File: src/rtl/dsp_share_sched_pkg.sv
// Shared widths, latencies and the in-flight tag type
// for the DSP MAC slice scheduler.
package dsp_sched_pkg;

  localparam int A_W      = 18;
  localparam int B_W      = 18;
  localparam int C_W      = 48;
  localparam int P_W      = 48;
  localparam int DSP_LAT  = 4;
  localparam int B_SKEW   = 1;
  localparam int C_SKEW   = 2;
  localparam int TAG_ID_W = 2;

  typedef struct packed {
    logic                v;
    logic [TAG_ID_W-1:0] id;
  } tag_t;

endpackage

File: src/rtl/dsp_share_sched_rr_arbiter.sv
// Round-robin arbiter: req + en -> one-hot gnt, index,
// any-grant flag; pointer moves past each winner.
module rr_arbiter #(
  parameter int NREQ  = 4,
  parameter int IDX_W = 2
) (
  input  logic             clk,
  input  logic             rst_n,
  input  logic             en,
  input  logic [NREQ-1:0]  req,
  output logic [NREQ-1:0]  gnt,
  output logic [IDX_W-1:0] gnt_idx,
  output logic             gnt_any
);

  logic [IDX_W-1:0] ptr_q;
  logic [IDX_W-1:0] ptr_d;
  logic [IDX_W-1:0] cand;

  // Scan from the pointer upward with wrap; first hit wins.
  always_comb begin
    gnt     = '0;
    gnt_idx = '0;
    gnt_any = 1'b0;
    cand    = '0;
    if (en && rst_n) begin
      for (int k = 0; k < NREQ; k++) begin
        cand = IDX_W'((int'(ptr_q) + k) % NREQ);
        if (!gnt_any && req[cand]) begin
          gnt_any   = 1'b1;
          gnt_idx   = cand;
          gnt[cand] = 1'b1;
        end
      end
    end
  end

  always_comb begin
    ptr_d = ptr_q;
    if (gnt_any) begin
      if (gnt_idx == IDX_W'(NREQ - 1)) begin
        ptr_d = '0;
      end else begin
        ptr_d = gnt_idx + 1'b1;
      end
    end
  end

  always_ff @(posedge clk or negedge rst_n) begin
    if (!rst_n) begin
      ptr_q <= '0;
    end else begin
      ptr_q <= ptr_d;
    end
  end

endmodule

File: src/rtl/dsp_share_sched.sv
// Shares one pipelined MAC slice among NREQ requesters.
// req_* in, dsp_a/b/c/d out, dsp_p in, rsp_* and busy out.
module dsp_share_sched
  import dsp_sched_pkg::*;
#(
  parameter int NREQ = 4,
  parameter int ID_W = TAG_ID_W
) (
  input  logic              clk,
  input  logic              rst_n,
  input  logic              en,
  input  logic [NREQ-1:0]   req_valid,
  output logic [NREQ-1:0]   req_ready,
  input  logic [NREQ*A_W-1:0] req_a,
  input  logic [NREQ*B_W-1:0] req_b,
  input  logic [NREQ*C_W-1:0] req_c,
  output logic [A_W-1:0]    dsp_a,
  output logic [B_W-1:0]    dsp_b,
  output logic [C_W-1:0]    dsp_c,
  output logic [A_W-1:0]    dsp_d,
  input  logic [P_W-1:0]    dsp_p,
  output logic              rsp_valid,
  output logic [ID_W-1:0]   rsp_id,
  output logic [P_W-1:0]    rsp_p,
  output logic              busy
);

  logic [NREQ-1:0] gnt;
  logic [ID_W-1:0] gnt_idx;
  logic            gnt_any;

  rr_arbiter #(
    .NREQ  (NREQ),
    .IDX_W (ID_W)
  ) u_arb (
    .clk     (clk),
    .rst_n   (rst_n),
    .en      (en),
    .req     (req_valid),
    .gnt     (gnt),
    .gnt_idx (gnt_idx),
    .gnt_any (gnt_any)
  );

  assign req_ready = gnt;

  logic [A_W-1:0] sel_a;
  logic [B_W-1:0] sel_b;
  logic [C_W-1:0] sel_c;

  always_comb begin
    sel_a = req_a[gnt_idx*A_W +: A_W];
    sel_b = req_b[gnt_idx*B_W +: B_W];
    sel_c = req_c[gnt_idx*C_W +: C_W];
  end

  logic [A_W-1:0]             dsp_a_q, dsp_a_d;
  logic [B_SKEW-1:0][B_W-1:0] b_sk_q, b_sk_d;
  logic [B_W-1:0]             dsp_b_q, dsp_b_d;
  logic [C_SKEW-1:0][C_W-1:0] c_sk_q, c_sk_d;
  logic [C_W-1:0]             dsp_c_q, dsp_c_d;
  tag_t [DSP_LAT-1:0]         tag_q, tag_d;
  logic                       rsp_valid_q, rsp_valid_d;
  logic [ID_W-1:0]            rsp_id_q, rsp_id_d;

  // Empty slots carry zeros so idle slice inputs stay
  // deterministic; B and C lag A to match the slice's
  // deeper input registers on A.
  always_comb begin
    dsp_a_d   = gnt_any ? sel_a : '0;
    b_sk_d[0] = gnt_any ? sel_b : '0;
    for (int i = 1; i < B_SKEW; i++) begin
      b_sk_d[i] = b_sk_q[i-1];
    end
    dsp_b_d   = b_sk_q[B_SKEW-1];
    c_sk_d[0] = gnt_any ? sel_c : '0;
    for (int i = 1; i < C_SKEW; i++) begin
      c_sk_d[i] = c_sk_q[i-1];
    end
    dsp_c_d   = c_sk_q[C_SKEW-1];
    tag_d[0].v  = gnt_any;
    tag_d[0].id = TAG_ID_W'(gnt_idx);
    for (int s = 1; s < DSP_LAT; s++) begin
      tag_d[s] = tag_q[s-1];
    end
    rsp_valid_d = tag_q[DSP_LAT-1].v;
    rsp_id_d    = ID_W'(tag_q[DSP_LAT-1].id);
  end

  always_ff @(posedge clk or negedge rst_n) begin
    if (!rst_n) begin
      dsp_a_q     <= '0;
      b_sk_q      <= '0;
      dsp_b_q     <= '0;
      c_sk_q      <= '0;
      dsp_c_q     <= '0;
      tag_q       <= '0;
      rsp_valid_q <= 1'b0;
      rsp_id_q    <= '0;
    end else begin
      dsp_a_q     <= dsp_a_d;
      b_sk_q      <= b_sk_d;
      dsp_b_q     <= dsp_b_d;
      c_sk_q      <= c_sk_d;
      dsp_c_q     <= dsp_c_d;
      tag_q       <= tag_d;
      rsp_valid_q <= rsp_valid_d;
      rsp_id_q    <= rsp_id_d;
    end
  end

  // A same-cycle grant counts as busy so busy=0 always
  // means nothing is headed into the slice.
  always_comb begin
    busy = gnt_any;
    for (int s = 0; s < DSP_LAT; s++) begin
      busy = busy | tag_q[s].v;
    end
  end

  assign dsp_a     = dsp_a_q;
  assign dsp_b     = dsp_b_q;
  assign dsp_c     = dsp_c_q;
  assign dsp_d     = '0;
  assign rsp_valid = rsp_valid_q;
  assign rsp_id    = rsp_id_q;
  assign rsp_p     = dsp_p;

endmodule

File: config.mk
export PLATFORM = sky130hd
export DESIGN_NAME = dsp_share_sched
export DESIGN_NICKNAME = d
export VERILOG_FILES = /design/src/rtl/dsp_share_sched_pkg.sv /design/src/rtl/dsp_share_sched_rr_arbiter.sv /design/src/rtl/dsp_share_sched.sv
export SDC_FILE = /design/constraint.sdc
export NUM_CORES = 1
export LEC_CHECK = 0
export CAP_MARGIN = 20
export CORE_AREA = 10 10 202 204
export CTS_CLUSTER_DIAMETER = 60
export DETAILED_ROUTE_END_ITERATION = 10
export DIE_AREA = 0 0 212 214
export GPL_ROUTABILITY_DRIVEN = 0
export PLACE_DENSITY = 0.6
export RECOVER_POWER = 50
export SETUP_SLACK_MARGIN = 0.15
export SLEW_MARGIN = 15
export SYNTH_ARGS = -nofsm -noshare
export SYNTH_HDL_FRONTEND = slang
export SYNTH_SLANG_ARGS = --single-unit
File: constraint.sdc
create_clock -name clk -period 4.9 [get_ports clk]
set_input_delay 1.225 -clock clk [delete_from_list [all_inputs] [get_ports clk]]
set_output_delay 1.225 -clock clk [all_outputs]
set_load 0.03 [all_outputs]
Yosys cells after proc, flatten, opt, wreduce, memory -nomap -nowiden
Cells that the tools add are included.
{"block": "totals", "ff_bits": 215, "in_bits": 391}
{"block": "classes", "addsub": 4, "n_mul": 2, "n_lt_le_gt_ge": 8, "eq_ne": 1, "shift": 3, "mux": 41, "bitwise": 7, "reduce_logical": 11}
{"cell": "variable part select 192 x 9 -> 48 bit", "count": 1}
{"cell": "variable part select 72 x 8 -> 18 bit", "count": 2}
{"cell": "2-to-1 mux 48 bit", "count": 1}
{"cell": "2-to-1 mux 18 bit", "count": 2}
{"cell": "2-to-1 mux 4 bit", "count": 8}
{"cell": "2-to-1 mux 1 bit", "count": 16}
{"cell": "less-than comparator 2 x 3 -> 1 bit (second input constant)", "count": 4}
{"cell": "2-to-1 mux 2 bit", "count": 6}
{"cell": "OR 4 bit", "count": 3}
{"cell": "binary-select mux 1 bit (select 2 bit)", "count": 4}
{"cell": "demux 1 bit (select 2 bit)", "count": 4}
{"cell": ">= comparator 2 x 1 -> 1 bit (second input constant)", "count": 4}
{"cell": "logical AND 1 bit", "count": 8}
{"cell": "multiplier 2 x 4 -> 6 bit (second input constant)", "count": 1}
{"cell": "adder 2 x 1 -> 2 bit (second input constant)", "count": 2}
{"cell": "adder 2 bit (second input constant)", "count": 2}
{"cell": "multiplier 2 x 2 -> 4 bit (second input constant)", "count": 1}
{"cell": "OR 1 bit", "count": 4}
{"cell": "zero test 1 bit", "count": 3}
{"cell": "equality test 2 bit (second input constant)", "count": 1}

Depth between registers and ports, before layout
{"block": "depth", "word_depth": 20, "mapped_depth": 12, "depth_no_buf": 8}

Hierarchy
A second synthesis with hierarchy kept.
{"block": "unflattened", "hier_cells": 645, "area_unflattened_um2": 9022.4}
{"module": "dsp_share_sched", "instances": 1, "cells_per_inst": 574, "area_per_inst_um2": 8430.6, "seq_area_each_um2": 5330.1}
{"module": "rr_arbiter", "instances": 1, "cells_per_inst": 71, "area_per_inst_um2": 591.8, "seq_area_each_um2": 50.0}

Worst setup path after synthesis
Ideal clock, no wire load.
{"block": "synth_timing", "path_type": "input to output", "from": "input port req_valid[2]", "to": "output port req_ready[0]", "arrival_time_ps": 2763, "path_slack_ps": 912, "path_stages": 5, "n_path_buf": 0, "cell_sequence": "mux4_2 nor3_1 and2_1 a221oi_1 nor2_1"}
{"block": "synth_between", "elab_chain_len": 16}
{"item": "start, declared", "line": "dsp_share_sched.sv:12", "text": "input logic [NREQ-1:0] req_valid,"}
{"item": "binary-select mux 1 bit (select 2 bit)", "line": "dsp_share_sched_rr_arbiter.sv:29", "text": "if (!gnt_any && req[cand]) begin"}
{"item": "2-to-1 mux 1 bit (not written as such)", "line": "dsp_share_sched_rr_arbiter.sv:29"}
{"item": "2-to-1 mux 1 bit", "line": "dsp_share_sched_rr_arbiter.sv:29"}
{"item": "2-to-1 mux 1 bit", "line": "dsp_share_sched_rr_arbiter.sv:26", "text": "if (en && rst_n) begin"}
{"item": "zero test 1 bit", "line": "dsp_share_sched_rr_arbiter.sv:29"}
{"item": "logical AND 1 bit", "line": "dsp_share_sched_rr_arbiter.sv:29"}
{"item": "2-to-1 mux 1 bit", "line": "dsp_share_sched_rr_arbiter.sv:29"}
{"item": "2-to-1 mux 1 bit", "line": "dsp_share_sched_rr_arbiter.sv:26"}
{"item": "zero test 1 bit", "line": "dsp_share_sched_rr_arbiter.sv:29"}
{"item": "logical AND 1 bit", "line": "dsp_share_sched_rr_arbiter.sv:29"}
{"item": "2-to-1 mux 1 bit", "line": "dsp_share_sched_rr_arbiter.sv:29"}
{"item": "2-to-1 mux 1 bit", "line": "dsp_share_sched_rr_arbiter.sv:26"}
{"item": "zero test 1 bit", "line": "dsp_share_sched_rr_arbiter.sv:29"}
{"item": "logical AND 1 bit", "line": "dsp_share_sched_rr_arbiter.sv:29"}
{"item": "2-to-1 mux 4 bit (*)", "line": "dsp_share_sched_rr_arbiter.sv:29"}
{"item": "2-to-1 mux 4 bit (*)", "line": "dsp_share_sched_rr_arbiter.sv:26"}
{"item": "end, declared", "line": "dsp_share_sched.sv:13", "text": "output logic [NREQ-1:0] req_ready,"}
Every way passes the cells marked *; elsewhere a longest branch is shown, timed or not. The select of a mux whose other input is x is not followed.

Final worst setup path
{"block": "layout_timing", "from": "input port req_valid[3]", "to": "output port req_ready[3]"}
Same word-level chain as after synthesis.

==> metrics.md <==
| Metric | Value |
|---|---|
| P&R area growth vs syn | 57.31% |
| CTS max path bufs | 3 |
| Area leader, netlist | dfrtp_1 |
| Share of layout cells above drive strength 1 | 0.06921 |
| Failing checks | capacitance limit, slew limit |
| Post-synth top area share | 0.5774 |
| Fill count | 3,578 |
| Final setup fails | 0 |
| PD cells | 455.5 nW/µm² |
| Largest net degree at the start of global routing | 100 |
| Max Clock Skew | 7.201 ps |
| CTS HTree Levels | 1 |
| Leakage power | 6.187 nW |
| Hold EP | dsp_c[3] |
| Worst Path Max Fanout | 8 |
| Setup TNS | 0 ps |
| IO buf count | 434 |
| Yosys reg bits | 215 |
| First-pass DRT Iterations | 5 |
| Reg-to-Reg End | c_sk_d[90] |
| Crit path from | req_valid[3] |
| Total power | 0.006676 W |
| Crit path launch type | input port |
| Post-route clock period utilization | 0.9289 |
| Routed vias | 7,352 |
| Total track usage | 0.1486 |
| EDFF count, synth | 0 |
| Post-CTS Setup Repair Bufs | 0 |
| Initial Utilization | 0.2515 |
| Peak supply drop | 0.0003291 V |
| Clock Latency Late Sink | 520 ps |
| Hold Path Depth | 0 |
| Most frequent cells after synthesis | dfrtp_1, a211oi_1, mux2i_1, and3_1, buf_4 |
| Top Ports | 549 |
| Path type of the worst min-delay path | reg2reg |
| Vias/cell | 4.592 |
| RSZ-0062 raised after global routing | false |
| Outcome | complete, but fails checks |
| DP Wirelength | 27,060 µm |
| CTS tree | done |
| Hold path start | dsp_c_d[3] |
| Top cells by area, synth | dfrtp_1, a211oi_1, mux2i_1 |
| Syn Std Cell Area | 9318 µm² |
| Nets | 1,510 |
| Detailed Route WL | 34,950 µm |
| WHS | 340.6 ps |
| Ys async rst share | 1.000 |
| Root buffer cell | clkbuf_16 |
| Height of the die | 214 µm |
| Die area | 45,370 µm² |
| Post-synthesis sequential area ratio | 0.5774 |
| Total core area | 37,040 µm² |
| Routed len/inst | 21.83 µm |
| TritonCTS buffer count | 26 |
| Clock transition at path regs | 60 ps |
| Most frequent cell after synthesis | dfrtp_1 |
| Count of cell types in the netlist | 34 |
| Slew @ Worst Pin | 1511 ps |
| # diodes | 0 |
| # rows | 71 |
| Slowest-stage cell, CP | mux4_2 |
| Worst Path Required | 3670 ps |
| Initial DRC count | 310 |
| Clock net sink count | 215 |
| Initial antenna violation count | 0 |
| CP Capture Type | primary output |
| Max Freq | 219.7 MHz |
| Crit path arrival time | 3330 ps |
| Reg2reg setup slack | 1480 ps |
| Main synth FF type | dfrtp_1 |
| Post-route minimum period | 4552 ps |
| # DRC | 0 |
| Die Span X | 212 µm |
| Max-slew headroom | -0.007435 |
| Max Slew Vio Count | 65 |
| Post-synthesis cell count | 745 |
| Max-Cap Viols | 1 |
| Avg Cell Area, Syn | 12.51 µm² |
| Yosys warnings | 0 |
| Post-detailed-route count of antenna-violating nets | 0 |
| Crit path kind | in2out |
| Worst path cell trace | clkdlybuf4s50_1, mux4_2, nor3_2, and2_1, a221oi_1, nor2_1, buf_12 |
| Critical R2R Launch | u_arb.ptr_q[0] |
| Vias in the first global route | 7,975 |
| FF-to-FF path depth | 10 |
| CTS Hold Bufs | 0 |
| Final number of hold-violating endpoints | 0 |
| Grt ovf | 0 |
| First-pass GRT wire length | 51,550 µm |
| Slowest stage delay, CP | 540 ps |
==> metal layers <==
layer / part of all wire / vias up / routed length, µm / track usage
met1: 0.38 / 3602 / 13360 / 0.1697
met3: 0.084 / 38 / 2953 / 0.05276
met4: 0.019 / 0 / 647 / 0.03428
li1: - / 3415 / - / -
met2: 0.51 / 297 / 17990 / 0.2585
met5: 0 / - / 0 / 0
==> how the worst max path moves through the flow <==
stage / cells past startpoint / to / slack (ps)
2_1_floorplan: 5 / req_ready[0] / 910
3_3_place_gp: 7 / req_ready[3] / 290
3_5_place_dp: 7 / req_ready[3] / 210
4_1_cts: 7 / req_ready[3] / 220
5_1_grt: 9 / req_ready[3] / 220
6_report: 7 / req_ready[3] / 350
==> state kept, by name, summed over array words and instances (netlist names) <==
| name | cells |
|---|---|
| dsp_a | 18 |
| u_arb.ptr_q | 2 |
| dsp_b | 18 |
| dsp_c | 48 |
| dsp_c_d | 48 |
| tag_d | 9 |
| c_sk_d | 48 |
| rsp_valid | 1 |
| rsp_id | 2 |
| rsp_id_d | 2 |
| b_sk_q | 18 |
| rsp_valid_d | 1 |
==> critical path: cells and delay by family <==
kind	cells	cell delay (ps)
muxes	1	540
buffers and inverters	2	690
and+or+nand+nor	3	760
AOI/OAI and AO/OA	1	100
==> logic make-up (layout without fill, tap and decap cells) <==
kind of cell             Yosys count  count (layout)  synth area share
flip-flops                       215             215            0.5774
multiplexers                      89              89           0.09964
AND/OR/NAND/NOR                  107             107           0.06889
adder cells (fa/ha/maj)            8               8           0.01074
AO/OA/AOI/OAI                    188             188            0.1540
buffers and inverters            137             502           0.08890
other                              1              18         0.0004025
==> cells in the final DEF, fill, tap and decap left out, types with 3 or more instances in the layout <==
cell type	netlist	layout
a22oi_1	5	5
ha_1	8	8
a21oi_1	4	3
mux2i_1	86	86
dfrtp_1	215	214
clkbuf_16	0	27
buf_12	0	9
and3_1	84	84
a221oi_1	4	4
inv_1	4	4
clkdlybuf4s50_1	0	429
mux4_2	3	3
a211oi_1	166	166
clkbuf_1	46	6
conb_1	1	18
buf_4	73	14
nand2_1	4	3
nor2_1	9	9
==> power breakdown <==
part	switching [W]	leakage, nW	internal [W]
clock	0.000728	0.407	0.00115
combinational	0.00157	2.89	0.00112
sequential	0.000105	2.89	0.00201
==> cell type report <==
type | count | area, µm² | area share
Sequential cell | 215 | 5381 | 0.3671
Timing Repair Buffer | 454 | 4599 | 0.3138
Multi-Input combinational cell | 410 | 3227 | 0.2201
Clock buffer | 35 | 725.7 | 0.04951
Tap cell | 474 | 593.1 | 0.04046
Clock inverter | 9 | 116.4 | 0.007939
Inverter | 4 | 15.01 | 0.001024
==> what timing repair did <==
action / in CTS / in global routing
pin swaps: 0 / 0
gates resized for setup: 1 / 1
endpoints found under the setup margin: 1 / 1
==> metrics by stage <==
step / worst slack, ps / instance area (µm²) / instances / util
after floorplan: 912.3 / 9382 / 762 / -
after global placement: 291.6 / 13810 / 1557 / 0.3729
after detailed placement: 211.3 / 13810 / 1557 / 0.3729
after CTS: 223.9 / 14660 / 1601 / 0.3956
after global routing: 216.0 / 14660 / 1601 / 0.3957
final: 348.2 / 14660 / 1601 / 0.3957
Power figures use the tool's default switching activity.
